### src/rtl/access_lockout_ctrl_pkg.sv
// Shared state encoding and sizing constants for the access lockout controller.
package access_lockout_ctrl_pkg;

   typedef enum logic [1:0] {
      ST_IDLE     = 2'd0,
      ST_COOLDOWN = 2'd1,
      ST_OPEN     = 2'd2,
      ST_LOCKOUT  = 2'd3
   } state_t;

   localparam int DEF_TICK_DIV = 50000000;
   localparam int SECS_W       = 6;

endpackage

### src/rtl/access_lockout_ctrl_tick_gen.sv
// Clock divider: single-cycle tick every TICK_DIV cycles, combinational off the count.
// Restart holds the count at zero, so the first tick lands TICK_DIV cycles after restart drops.
module access_lockout_ctrl_tick_gen
   import access_lockout_ctrl_pkg::*;
#(
   parameter int TICK_DIV = DEF_TICK_DIV
) (
   input  logic i_clk,
   input  logic i_reset_n,
   input  logic i_restart,
   output logic o_tick
);

   localparam int              CW   = (TICK_DIV > 1) ? $clog2(TICK_DIV) : 1;
   localparam logic [CW-1:0]   LAST = CW'(TICK_DIV - 1);

   logic [CW-1:0] r_cnt;
   logic          w_last;

   assign w_last = (r_cnt == LAST);
   assign o_tick = w_last && !i_restart;

   always_ff @(posedge i_clk) begin
      if (!i_reset_n || i_restart) begin
         r_cnt <= '0;
      end else if (w_last) begin
         r_cnt <= '0;
      end else begin
         r_cnt <= r_cnt + 1'b1;
      end
   end

endmodule

### src/rtl/access_lockout_ctrl.sv
// Turns checker pass/wrong/timeout edges into a timed door-open window, fail counter and lockout.
// Flag edges are acted on 3 cycles after the input rises; all outputs are registered.
module access_lockout_ctrl
   import access_lockout_ctrl_pkg::*;
#(
   parameter int TICK_DIV  = DEF_TICK_DIV,
   parameter int OPEN_SECS = 5,
   parameter int LOCK_SECS = 30,
   parameter int MAX_FAILS = 3
) (
   input  logic              i_clk,
   input  logic              i_reset_n,
   input  logic              i_enable,
   input  logic              i_curr_pass,
   input  logic              i_wrong_pass,
   input  logic              i_time_out,
   input  logic              i_ack_button,
   output logic              o_validation_enable,
   output logic              o_door_open,
   output logic              o_locked,
   output logic              o_alarm,
   output logic [1:0]        o_fail_count,
   output logic [SECS_W-1:0] o_seconds_left
);

   localparam logic [SECS_W-1:0] OPEN_N  = SECS_W'(OPEN_SECS);
   localparam logic [SECS_W-1:0] LOCK_N  = SECS_W'(LOCK_SECS);
   localparam logic [SECS_W-1:0] ONE_SEC = SECS_W'(1);
   localparam logic [1:0]        MAX_FC  = 2'(MAX_FAILS);
   localparam logic [2:0]        MAX_FC3 = 3'(MAX_FAILS);

   state_t            r_state;
   logic              r_ve;
   logic              r_door;
   logic              r_locked;
   logic              r_alarm;
   logic [1:0]        r_fail_count;
   logic [SECS_W-1:0] r_secs;

   logic [3:0] r_sync1;
   logic [3:0] r_sync2;
   logic [3:0] r_prev;
   logic [1:0] r_settle;

   logic [3:0] w_raw;
   logic [3:0] w_rise;
   logic       w_pass_ev;
   logic       w_fail_ev;
   logic       w_ack_ev;
   logic [2:0] w_fc_inc;
   logic       w_tick;

   assign w_raw     = {i_ack_button, i_time_out, i_wrong_pass, i_curr_pass};
   assign w_rise    = r_sync2 & ~r_prev;
   assign w_pass_ev = w_rise[0];
   assign w_fail_ev = w_rise[1] | w_rise[2];
   assign w_ack_ev  = w_rise[3];
   assign w_fc_inc  = {1'b0, r_fail_count} + 3'd1;

   // r_prev is held high until the synchronizer carries real samples, so a flag
   // that was already high across reset never looks like a fresh rising edge.
   always_ff @(posedge i_clk) begin
      if (!i_reset_n) begin
         r_sync1  <= '0;
         r_sync2  <= '0;
         r_prev   <= '1;
         r_settle <= '0;
      end else begin
         r_sync1  <= w_raw;
         r_sync2  <= r_sync1;
         r_prev   <= r_sync2 | {4{~r_settle[1]}};
         r_settle <= {r_settle[0], 1'b1};
      end
   end

   access_lockout_ctrl_tick_gen #(
      .TICK_DIV (TICK_DIV)
   ) u_tick_gen (
      .i_clk     (i_clk),
      .i_reset_n (i_reset_n),
      .i_restart (r_state == ST_IDLE),
      .o_tick    (w_tick)
   );

   always_ff @(posedge i_clk) begin
      if (!i_reset_n) begin
         r_state      <= ST_IDLE;
         r_ve         <= 1'b0;
         r_door       <= 1'b0;
         r_locked     <= 1'b0;
         r_alarm      <= 1'b0;
         r_fail_count <= '0;
         r_secs       <= '0;
      end else begin
         r_ve <= i_enable && (r_state == ST_IDLE);
         if (w_ack_ev) begin
            r_alarm <= 1'b0;
         end
         case (r_state)
            ST_IDLE: begin
               if (i_enable && w_pass_ev) begin
                  r_state      <= ST_OPEN;
                  r_door       <= 1'b1;
                  r_fail_count <= '0;
                  r_secs       <= OPEN_N;
               end else if (i_enable && w_fail_ev) begin
                  if (w_fc_inc >= MAX_FC3) begin
                     r_state      <= ST_LOCKOUT;
                     r_locked     <= 1'b1;
                     r_alarm      <= 1'b1;
                     r_fail_count <= MAX_FC;
                     r_secs       <= LOCK_N;
                  end else begin
                     r_state      <= ST_COOLDOWN;
                     r_fail_count <= w_fc_inc[1:0];
                  end
               end
            end
            ST_COOLDOWN: begin
               if (w_tick) begin
                  r_state <= ST_IDLE;
               end
            end
            ST_OPEN: begin
               if (!i_enable || (w_tick && r_secs == ONE_SEC)) begin
                  r_state <= ST_IDLE;
                  r_door  <= 1'b0;
                  r_secs  <= '0;
               end else if (w_tick) begin
                  r_secs <= r_secs - 1'b1;
               end
            end
            ST_LOCKOUT: begin
               // Enable and checker events are deliberately ignored until expiry.
               if (w_tick && r_secs == ONE_SEC) begin
                  r_state      <= ST_COOLDOWN;
                  r_locked     <= 1'b0;
                  r_alarm      <= 1'b0;
                  r_fail_count <= '0;
                  r_secs       <= '0;
               end else if (w_tick) begin
                  r_secs <= r_secs - 1'b1;
               end
            end
            default: r_state <= ST_IDLE;
         endcase
      end
   end

   assign o_validation_enable = r_ve;
   assign o_door_open         = r_door;
   assign o_locked            = r_locked;
   assign o_alarm             = r_alarm;
   assign o_fail_count        = r_fail_count;
   assign o_seconds_left      = r_secs;

endmodule

### config.mk
export PLATFORM = sky130hd
export DESIGN_NAME = access_lockout_ctrl
export DESIGN_NICKNAME = d
export VERILOG_FILES = /design/src/rtl/access_lockout_ctrl_pkg.sv /design/src/rtl/access_lockout_ctrl_tick_gen.sv /design/src/rtl/access_lockout_ctrl.sv
export SDC_FILE = /design/constraint.sdc
export NUM_CORES = 1
export LEC_CHECK = 0
export BUFFER_PORTS_ARGS = -buffer_cell sky130_fd_sc_hd__clkbuf_2
export CAP_MARGIN = 20
export CORE_MARGIN = 5
export CORE_UTILIZATION = 60
export DETAILED_ROUTE_END_ITERATION = 8
export MAX_ROUTING_LAYER = met4
export PLACE_DENSITY = 0.79
export SLEW_MARGIN = 20
export SYNTH_ARGS = -nofsm -noshare
export SYNTH_HDL_FRONTEND = slang
export SYNTH_SLANG_ARGS = --single-unit
### constraint.sdc
create_clock -name i_clk -period 4.1 [get_ports i_clk]
set_input_delay 0 -clock i_clk [delete_from_list [all_inputs] [get_ports i_clk]]
set_output_delay 0 -clock i_clk [all_outputs]
set_load 0.005 [all_outputs]
==> impl_metrics.py, run 1 <==
metrics = {
    "placement": {
        "dp_worst_setup_slack_ps": 1890,
        "dp_cells": 366,
        "place_congestion": 0.8456,
        "port_buffers": 18,
        "hpwl_mm": 3.814,
        "placed_area_sq_mm": 0.002779,
    },
    "floorplanning": {
        "dieArea_sq_mm": 0.005884,
        "core_area_sq_mm": 0.004324,
        "ioPinCount": 19,
        "initial_core_util_pct": 61.75,
        "die_w_microns": 76.71,
        "die_h_microns": 76.71,
        "rows": 24,
    },
    "global_route": {
        "grt_use_total_pct": 19.28,
        "antenna_found_initial": 0,
        "grt_pass1_wl_mm": 9.301,
        "overflow": 0,
        "grt_pass1_vias": 2002,
        "grt_max_degree": 27,
    },
    "logic_synthesis": {
        "ys_types": 58,
        "ys.flop_type": "dfxtp_1",
        "synth.net_count": 320,
        "yosys_warnings": 0,
        "synthArstFlopShare_pct": 0,
        "syn_inst": 306,
        "synth_top_area_share_pct": 40.49,
        "yosysSeqAreaShare_pct": 40.49,
        "synth-seq-cells": 54,
        "synthTopCellsByArea": "dfxtp_1, nor2_1, xor2_1, ha_1, xnor2_1",
        "netlist_area_sq_mm": 0.002670,
        "synth_edf_count": 0,
        "synth_area_leader_cell": "dfxtp_1",
        "avgSynthCellArea_sq_um": 8.726,
    },
    "power": {
        "p_leak_nw": 1.030,
        "power_mw": 1.085,
        "vdd_drop_max_mv": 0.2810,
        "p_per_area_mw_per_mm2": 372.2,
    },
    "finish": {
        "drive_gt1_share_pct": 13.50,
        "multi_input_area_sq_mm": 0.001498,
        "final_cell_mix": "dfxtp_1, nor2_1, nand2_1, clkbuf_2, nor3_1",
        "fin_util_pct": 67.39,
        "fillers": 345,
        "fin_cells": 378,
        "antennaDiodeCount": 0,
        "layout_commonest_cell": "dfxtp_1",
        "synthToLayoutAreaGrowth_pct": 9.138,
        "fin_area_sq_mm": 0.002914,
        "seqCellArea_sq_mm": 0.001081,
        "fin_nets": 339,
    },
    "critical_path": {
        "startpoint_type": "flop",
        "crit_required_ps": 4320,
        "path_class": "reg -> reg",
        "worst_ep_arrival_time_ps": 2440,
        "end_kind": "flop",
        "r2r_cells": 7,
        "rrSetupSlack_ps": 1880,
        "timing.rr.start": "r_state[0]",
        "reg2reg_to": "o_seconds_left[4]",
        "crit_fanout": 12,
    },
    "detailed_routing": {
        "via_count": 2201,
        "drc": 0,
        "drt-initial-drc-count": 183,
        "route.antenna.remaining_nets": 0,
        "wl_per_cell_microns": 14.19,
        "drt-pass1-iter-count": 4,
        "drt-total-wl_mm": 5.363,
        "viasPerCell": 5.823,
    },
    "clock_network": {
        "cts_hold_buf": 4,
        "clock-root-buffer": "clkbuf_8",
        "cts_resized": 0,
        "ctsLongestPathBuffers": 2,
        "cts_tree": "built",
        "cts_made_buffers": 5,
        "clock-sinks": 54,
        "path_clk_slew_ps": 100,
        "htree_levels": 2,
        "insertion_delay_ps": 310,
        "cts_setup_buffers": 0,
    },
    "timing": {
        "worst_slew_pin_slew_ps": 889.7,
        "fmax_mhz": 450.6,
        "hold_violations": 0,
        "period_share_pct": 54.13,
        "period_needed_ps": 2219,
        "max_slew_margin_pct": 40.14,
        "final_max_slew_viol_count": 0,
        "tns_ps": 0,
        "setup_violations": 0,
        "setup_slack_ps": 1881,
        "rsz0062_at_grt": "no",
        "skew_ps": 10.38,
        "holdWs_ps": 28.35,
    },
    "status": {
        "status": "complete, no violations",
    },
    "worst_hold_path": {
        "hp-class": "in -> reg",
        "min_delay_path_depth": 2,
        "hold_path_end": "o_validation_enable",
        "worstHoldStart": "i_enable",
    },
    "run": {
        "maxCapViolCount": 0,
    },
}
registers in the layout, summed over array words and instances (netlist names):
name	cells
r_settle	2
r_sync2	4
r_sync1	4
r_state	2
r_prev	4
o_seconds_left	6
u_tick_gen.r_cnt	26
o_door_open	1
o_locked	1
o_validation_enable	1
o_alarm	1
o_fail_count	2
where the power goes:
| part | switching [mW] | internal [mW] |
|---|---|---|
| Sequential | 0.0294 | 0.552 |
| Clock | 0.184 | 0.124 |
| Combinational | 0.116 | 0.0791 |
| Total | 0.330 | 0.755 |
worst max-delay path, stage by stage (launching register included):
cell and delay, ps:
dfxtp_1 390, inv_1 80, ha_1 330, nand4b_1 260, o21ai_0 190, nor2_1 360
o311ai_1 190, nor4_1 320
final cells by class:
class | instances | area share [%]
multi-input cells | 230 | 51.40
flip-flops and latches | 54 | 37.10
inverters | 12 | 1.546
well taps | 52 | 2.233
clock buffers | 5 | 2.362
repair buffers | 22 | 4.465
clock inverters | 3 | 0.9017
worst max path at each step:
stage                                   start              endpoint  slack [ps]  cells past startpoint
after detailed placement  u_tick_gen.r_cnt[0]  u_tick_gen.r_cnt[17]        1890                      5
final                              r_state[0]     o_seconds_left[4]        1880                      7
after global routing      u_tick_gen.r_cnt[0]  u_tick_gen.r_cnt[17]        1630                      5
after CTS                 u_tick_gen.r_cnt[0]  u_tick_gen.r_cnt[17]        1880                      5
after floorplan           u_tick_gen.r_cnt[0]     o_seconds_left[4]        2260                      6
after global placement    u_tick_gen.r_cnt[0]  u_tick_gen.r_cnt[17]        1980                      5
cells in the mapped netlist (all sizes together), types with 2 or more instances:
cell type and count:
nand2b 4, o221ai 2, nor3 15, and2 13
nor4 8, nand4 10, nor2b 3, dfxtp 54
mux2i 3, inv 12, nor2 46, clkbuf 7
buf 3, nor4b 3, xnor2 10, ha 7
xor2 12, or3 3, a21oi 5, and3 4
a211oi 4, or2 5, nand3b 2, nand3 14
nand2 21, o211ai 3, and4 2, o21ai 9
cells by family (layout without fill, tap and decap cells):
kind of cell | after synthesis | after routing | share of synthesized area, %
AOI/OAI and AO/OA | 40 | 40 | 10.73
muxes | 3 | 3 | 1.125
adders and majority gates | 7 | 7 | 3.280
buffers and inverters | 22 | 42 | 3.421
and+or+nand+nor | 158 | 158 | 33.74
DFF | 54 | 54 | 40.49
xor gates and xnor gates | 22 | 22 | 7.216
layer usage:
| layer | part of all wire, % | global-route usage [%] | wire (microns) |
|---|---|---|---|
| met1 | 49 | 26.28 | 2637 |
| met2 | 43 | 28.44 | 2323 |
| met3 | 6.0 | 4.098 | 320 |
| met4 | 1.5 | 6.294 | 81 |
| met5 | 0 | - | 0 |
Note: power is estimated with default switching activity, not from simulation.
==> inputs of run 2 (changes only) <==
--- a/config.mk
+++ b/config.mk
@@ -8,10 +8,10 @@
 export BUFFER_PORTS_ARGS = -buffer_cell sky130_fd_sc_hd__clkbuf_2
 export CAP_MARGIN = 20
 export CORE_MARGIN = 5
-export CORE_UTILIZATION = 60
+export CORE_UTILIZATION = 54
 export DETAILED_ROUTE_END_ITERATION = 8
 export MAX_ROUTING_LAYER = met4
-export PLACE_DENSITY = 0.79
+export PLACE_DENSITY = 0.75
 export SLEW_MARGIN = 20
 export SYNTH_ARGS = -nofsm -noshare
 export SYNTH_HDL_FRONTEND = slang
==> constraint.sdc (replaced) <==
create_clock -name i_clk -period 1.85 [get_ports i_clk]
set_input_delay 0 -clock i_clk [delete_from_list [all_inputs] [get_ports i_clk]]
set_output_delay 0 -clock i_clk [all_outputs]
set_load 0.005 [all_outputs]
==> run 2 against run 1 <==
Against the previous run: first-iteration DRC count increased by 45%; global-route usage increased by 1.6 points; sequential cell count unchanged; core utilization increased by 5.1 points; final area increased by 18%.
==> impl_metrics.py, run 2 (synthesis gave the netlist of run 1 again) <==
metrics = {
    "clock_network": {
        "insertion_delay_ps": 320,
        "ctsLongestPathBuffers": 2,
        "cts_made_buffers": 5,
        "htree_levels": 2,
        "clock-root-buffer": "clkbuf_8",
        "path_clk_slew_ps": 100,
        "cts_tree": "built",
        "clock-sinks": 54,
    },
    "placement": {
        "place_congestion": 0.9503,
        "hpwl_mm": 4.340,
        "port_buffers": 18,
    },
    "worst_hold_path": {
        "min_delay_path_depth": 2,
        "worstHoldStart": "i_reset_n",
        "hp-class": "in -> reg",
        "hold_path_end": "r_settle[0]",
    },
    "critical_path": {
        "end_kind": "flop",
        "path_class": "reg -> reg",
        "cp_cell_sequence": "nor4b_4, nand2_2, buf_4, a22o_1, a211o_1, mux2i_1",
        "startpoint_type": "flop",
        "crit_required_ps": 2060,
        "rrSetupSlack_ps": 70,
        "reg2reg_to": "r_state[0]",
        "worst_ep_arrival_time_ps": 1990,
        "crit_fanout": 5,
        "timing.rr.start": "u_tick_gen.r_cnt[9]",
        "cp_slowest_cell": "dfxtp_1",
        "r2r_cells": 6,
        "max_stage_delay_ps": 370,
    },
    "timing": {
        "rsz0062_at_grt": "yes",
        "skew_ps": 12.99,
        "final_max_slew_viol_count": 0,
        "hold_violations": 0,
        "fmax_mhz": 561.4,
        "tns_ps": 0,
        "max_slew_margin_pct": 68.17,
        "period_share_pct": 96.28,
        "period_needed_ps": 1781,
        "worst_slew_pin_slew_ps": 476.2,
        "setup_violations": 0,
    },
    "floorplanning": {
        "ioPinCount": 19,
        "die_h_microns": 80.32,
        "die_w_microns": 80.32,
        "dieArea_sq_mm": 0.006451,
        "rows": 25,
        "initial_core_util_pct": 56.16,
        "core_area_sq_mm": 0.004755,
    },
    "global_route": {
        "grt_pass1_vias": 2362,
        "overflow": 0,
        "grt_pass1_wl_mm": 10.51,
        "grt_max_degree": 27,
        "grt_use_total_pct": 20.87,
        "antenna_found_initial": 0,
    },
    "finish": {
        "fillers": 347,
        "synthToLayoutAreaGrowth_pct": 29.15,
        "fin_nets": 389,
        "largest_reg_flops": 26,
        "layout_commonest_cell": "buf_4",
        "drive_gt1_share_pct": 32.18,
        "fin_util_pct": 72.53,
        "final_cell_mix": "buf_4, dfxtp_1, nor2_1, nand2_1, clkbuf_2",
        "antennaDiodeCount": 0,
        "top_register": "u_tick_gen.r_cnt",
    },
    "detailed_routing": {
        "drt-total-wl_mm": 6.236,
        "drt-initial-drc-count": 266,
        "route.antenna.remaining_nets": 0,
        "via_count": 2471,
        "drc": 0,
        "drt-pass1-iter-count": 4,
        "viasPerCell": 5.578,
        "wl_per_cell_microns": 14.08,
    },
    "power": {
        "seqPwrFrac_pct": 47.9,
        "p_leak_nw": 1.294,
        "p_int_mw": 1.811,
        "p_per_area_mw_per_mm2": 761.6,
        "power.clock.fraction_pct": 26.4,
        "vdd_drop_max_mv": 0.6018,
        "swShare_pct": 31.04,
        "comb_power_share_pct": 25.7,
        "p_sw_mw": 0.8151,
    },
    "run": {
        "maxCapViolCount": 0,
    },
    "status": {
        "status": "complete, no violations",
    },
}
==> run 2: cell type report <==
| type | instances | area (sq um) | area share (%) |
|---|---|---|---|
| tap | 67 | 83.83 | 2.431 |
| inverter | 12 | 45.04 | 1.306 |
| clock buffer | 5 | 68.82 | 1.996 |
| clock inverter | 3 | 25.02 | 0.7257 |
| sequential | 54 | 1092 | 31.68 |
| multi-input combinational | 230 | 1615 | 46.84 |
| timing repair buffer | 72 | 518.0 | 15.02 |
==> run 2: metal layers <==
metal	GRT usage, %	part of all wire (%)
met1	26.54	45
met2	33.61	47
met3	3.700	6.1
met4	6.926	1.7
met5	-	0
==> run 2: power by group through the flow <==
stage                     registers (mW)  clock network (mW)  logic [mW]
after global placement              1.28                   0       0.581
after CTS                           1.26               0.706       0.622
after floorplan                     1.30                   0       0.323
after detailed placement            1.28                   0       0.589
final                               1.26               0.693       0.675
after global routing                1.26               0.755       0.748
==> run 2: worst max path at each step <==
stage	startpoint	slack, ps	cells after the start	endpoint
finish	u_tick_gen.r_cnt[9]	70	6	r_state[0]
CTS	u_tick_gen.r_cnt[20]	2	5	o_seconds_left[4]
floorplan	u_tick_gen.r_cnt[0]	6	6	o_seconds_left[4]
global placement	r_state[0]	40	8	o_seconds_left[0]
global route	u_tick_gen.r_cnt[16]	-40	5	o_seconds_left[4]
detailed placement	r_state[0]	-7	7	o_seconds_left[4]
==> run 2: stage by stage <==
step	total power, mW	hold slack, ps	instances	area (sq um)	setup slack [ps]
2_1_floorplan	1.626	27.72	306	2670	6.262
5_1_grt	2.767	50.28	443	3448	-35.52
6_report	2.626	48.63	443	3448	68.88
4_1_cts	2.584	25.85	440	3317	2.451
3_3_place_gp	1.861	205.0	422	3118	37.32
3_5_place_dp	1.873	214.7	422	3118	-6.624
==> run 2: repair_timing <==
item                       in CTS  in global routing
setup endpoints to repair       5                  9
setup buffers                   6                  3
pin swaps                       5                  7
cloned                          0                  0
hold buffers                    4                  0
resized for setup               8                 30
hold endpoints to repair        4                  0
==> run 2: worst max-delay path: cells and delay by family, from the launching register on <==
kind | cells | cell delay (ps)
mux | 1 | 130
simple gates | 2 | 480
flops | 1 | 370
compound gates | 2 | 500
buf+inv | 1 | 180
==> inputs of run 3 (changes only) <==
==> constraint.sdc (replaced) <==
create_clock -name i_clk -period 1.61 [get_ports i_clk]
set_input_delay 0 -clock i_clk [delete_from_list [all_inputs] [get_ports i_clk]]
set_output_delay 0 -clock i_clk [all_outputs]
set_load 0.005 [all_outputs]
==> run 3 against run 2 <==
Against the previous run: the run now ends with setup timing left; final area grew 22%; hold slack gained 12 ps; sequential share of layout area shrank 5.3 points; maximum frequency shrank 9.2%; sequential power grew 17%; wire length grew 72%; clock skew grew 1.1 ps; combinational power grew 59%; sequential cell count is the same; register-to-register slack lost 420 ps; core utilization grew 16 points; critical endpoint is now o_seconds_left[4]; highest routed layer unchanged.
==> impl_metrics.py, run 3 (synthesis gave the netlist of run 1 again) <==
metrics = {
    "timing": {
        "hold_violations": 0,
        "rsz0062_at_grt": "yes",
        "final_max_slew_viol_count": 0,
        "worst_slew_pin_slew_ps": 473.0,
        "setup_violations": 39,
        "skew_ps": 14.04,
        "fmax_mhz": 509.6,
        "max_slew_margin_pct": 68.33,
        "period_needed_ps": 1962,
        "setup_slack_ps": -352.4,
        "period_share_pct": 121.9,
    },
    "power": {
        "p_leak_nw": 1.687,
        "power_mw": 3.524,
        "p_per_area_mw_per_mm2": 839.0,
        "vdd_drop_max_mv": 0.8577,
    },
    "clock_network": {
        "cts_tree": "built",
        "cts_made_buffers": 5,
        "ctsLongestPathBuffers": 2,
        "clock-sinks": 54,
        "path_clk_slew_ps": 100,
        "insertion_delay_ps": 330,
        "clock-root-buffer": "clkbuf_8",
        "htree_levels": 2,
    },
    "detailed_routing": {
        "drt-initial-drc-count": 502,
        "via_count": 3132,
        "drc": 0,
        "viasPerCell": 6.405,
        "route.antenna.remaining_nets": 0,
        "drt-pass1-iter-count": 6,
        "drt-total-wl_mm": 10.73,
        "wl_per_cell_microns": 21.94,
    },
    "finish": {
        "fin_nets": 435,
        "fillers": 220,
        "layout_commonest_cell": "buf_4",
        "largest_reg_flops": 26,
        "drive_gt1_share_pct": 50.47,
        "antennaDiodeCount": 0,
        "final_cell_mix": "buf_4, dfxtp_1, nor2_1, nand2_1, clkbuf_2",
        "top_register": "u_tick_gen.r_cnt",
        "fin_cells": 489,
        "synthToLayoutAreaGrowth_pct": 57.31,
    },
    "placement": {
        "port_buffers": 18,
        "hpwl_mm": 5.016,
        "place_congestion": 0.9295,
        "dp_cells": 461,
    },
    "critical_path": {
        "timing.rr.start": "u_tick_gen.r_cnt[16]",
        "startpoint_type": "flop",
        "cp_cell_sequence": "nor4b_4, buf_4, nand2_8, or4_4, nor4b_2, nor4_1",
        "cp_slowest_cell": "or4_4",
        "worst_ep_arrival_time_ps": 2170,
        "rrSetupSlack_ps": -350,
        "end_kind": "flop",
        "r2r_cells": 6,
        "max_stage_delay_ps": 530,
        "crit_required_ps": 1820,
        "path_class": "reg -> reg",
        "crit_buf_inv": 1,
        "crit_fanout": 5,
        "cpLargestDelayFamily": "simple AND/OR/NAND/NOR gates",
        "reg2reg_to": "o_seconds_left[4]",
    },
    "worst_hold_path": {
        "worstHoldStart": "i_reset_n",
        "hold_path_end": "r_settle[0]",
        "min_delay_path_depth": 2,
        "hp-class": "in -> reg",
    },
    "floorplanning": {
        "die_h_microns": 80.32,
        "rows": 25,
        "dieArea_sq_mm": 0.006451,
        "initial_core_util_pct": 56.16,
        "ioPinCount": 19,
        "core_area_sq_mm": 0.004755,
        "die_w_microns": 80.32,
    },
    "global_route": {
        "grt_pass1_wl_mm": 13.39,
        "antenna_found_initial": 0,
        "grt_pass1_vias": 2836,
        "overflow": 0,
        "grt_use_total_pct": 27.28,
        "grt_max_degree": 25,
    },
    "run": {
        "maxCapViolCount": 0,
    },
    "status": {
        "status": "complete, but fails checks",
        "violations": "setup timing",
    },
}
-- run 3: cell count changes in the layout (fill, tap and decap cells not counted), sizes merged --
| cell | delta |
|---|---|
| buf | +44 |
| clkbuf | +2 |
| bufinv | +1 |
| clkinv | -1 |
| clkinvlp | -1 |
| inv | +1 |
-- run 3: report_power, final --
part / switching, mW / internal [mW] / total [mW] / leakage (nW)
Clock: 0.511 / 0.476 / 0.987 / 0.0591
Combinational: 0.567 / 0.501 / 1.07 / 1.18
Sequential: 0.0598 / 1.41 / 1.47 / 0.448
Total: 1.14 / 2.39 / 3.52 / 1.69
-- run 3: area by class of cell --
type                       count  area (sq um)  area share, %
clock buffer                   5         68.82          1.638
clock inverter                 3         47.55          1.132
inverter                      12         50.05          1.192
sequential                    54          1110          26.42
timing repair buffer         118         958.4          22.82
multi-input combinational    230          1882          44.80
tap                           67         83.83          1.996
-- run 3: worst max-delay path by stage --
stage,startpoint,end,slack [ps],cells after the start
2_1_floorplan,u_tick_gen.r_cnt[24],o_seconds_left[4],-100,5
5_1_grt,u_tick_gen.r_cnt[16],r_state[1],-420,6
4_1_cts,u_tick_gen.r_cnt[9],o_seconds_left[4],-170,5
3_5_place_dp,r_state[0],o_seconds_left[4],-200,7
3_3_place_gp,o_seconds_left[1],o_seconds_left[2],-160,8
6_report,u_tick_gen.r_cnt[16],o_seconds_left[4],-350,6
-- run 3: layer usage --
metal	vias to the layer above	part of all wire [%]	track usage [%]	wire, microns
li1	1303	-	-	-
met1	1458	37	31.54	3973
met2	273	47	47.19	4997
met3	98	8.9	4.372	958
met4	0	7.5	10.81	802
met5	-	0	-	0
-- run 3: stage by stage --
stage	cell area (sq um)	hold WS (ps)	utilization [%]	setup TNS, ps	worst slack (ps)
floorplan	2745	27.72	-	-185.5	-101.0
global placement	3473	208.1	73.05	-1510	-164.3
detailed placement	3473	212.5	73.05	-2735	-198.0
CTS	3827	50.88	80.50	-3176	-166.2
global route	4200	48.76	88.34	-9695	-421.9
finish	4200	60.25	88.34	-8125	-352.4
-- run 3: timing repair --
action	CTS	global route
gates cloned	1	2
buffers inserted	10	7
hold buffers	4	0
pin swaps	15	34
endpoints found under the hold margin	4	0
gates resized for setup	24	73
setup endpoints to repair	37	39
-- run 3: worst register-to-register path: stages, from the launching register on --
cell and delay, ps:
dfxtp_1 380, nor4b_4 340, buf_4 210, nand2_8 70, or4_4 530, nor4b_2 240, nor4_1 80
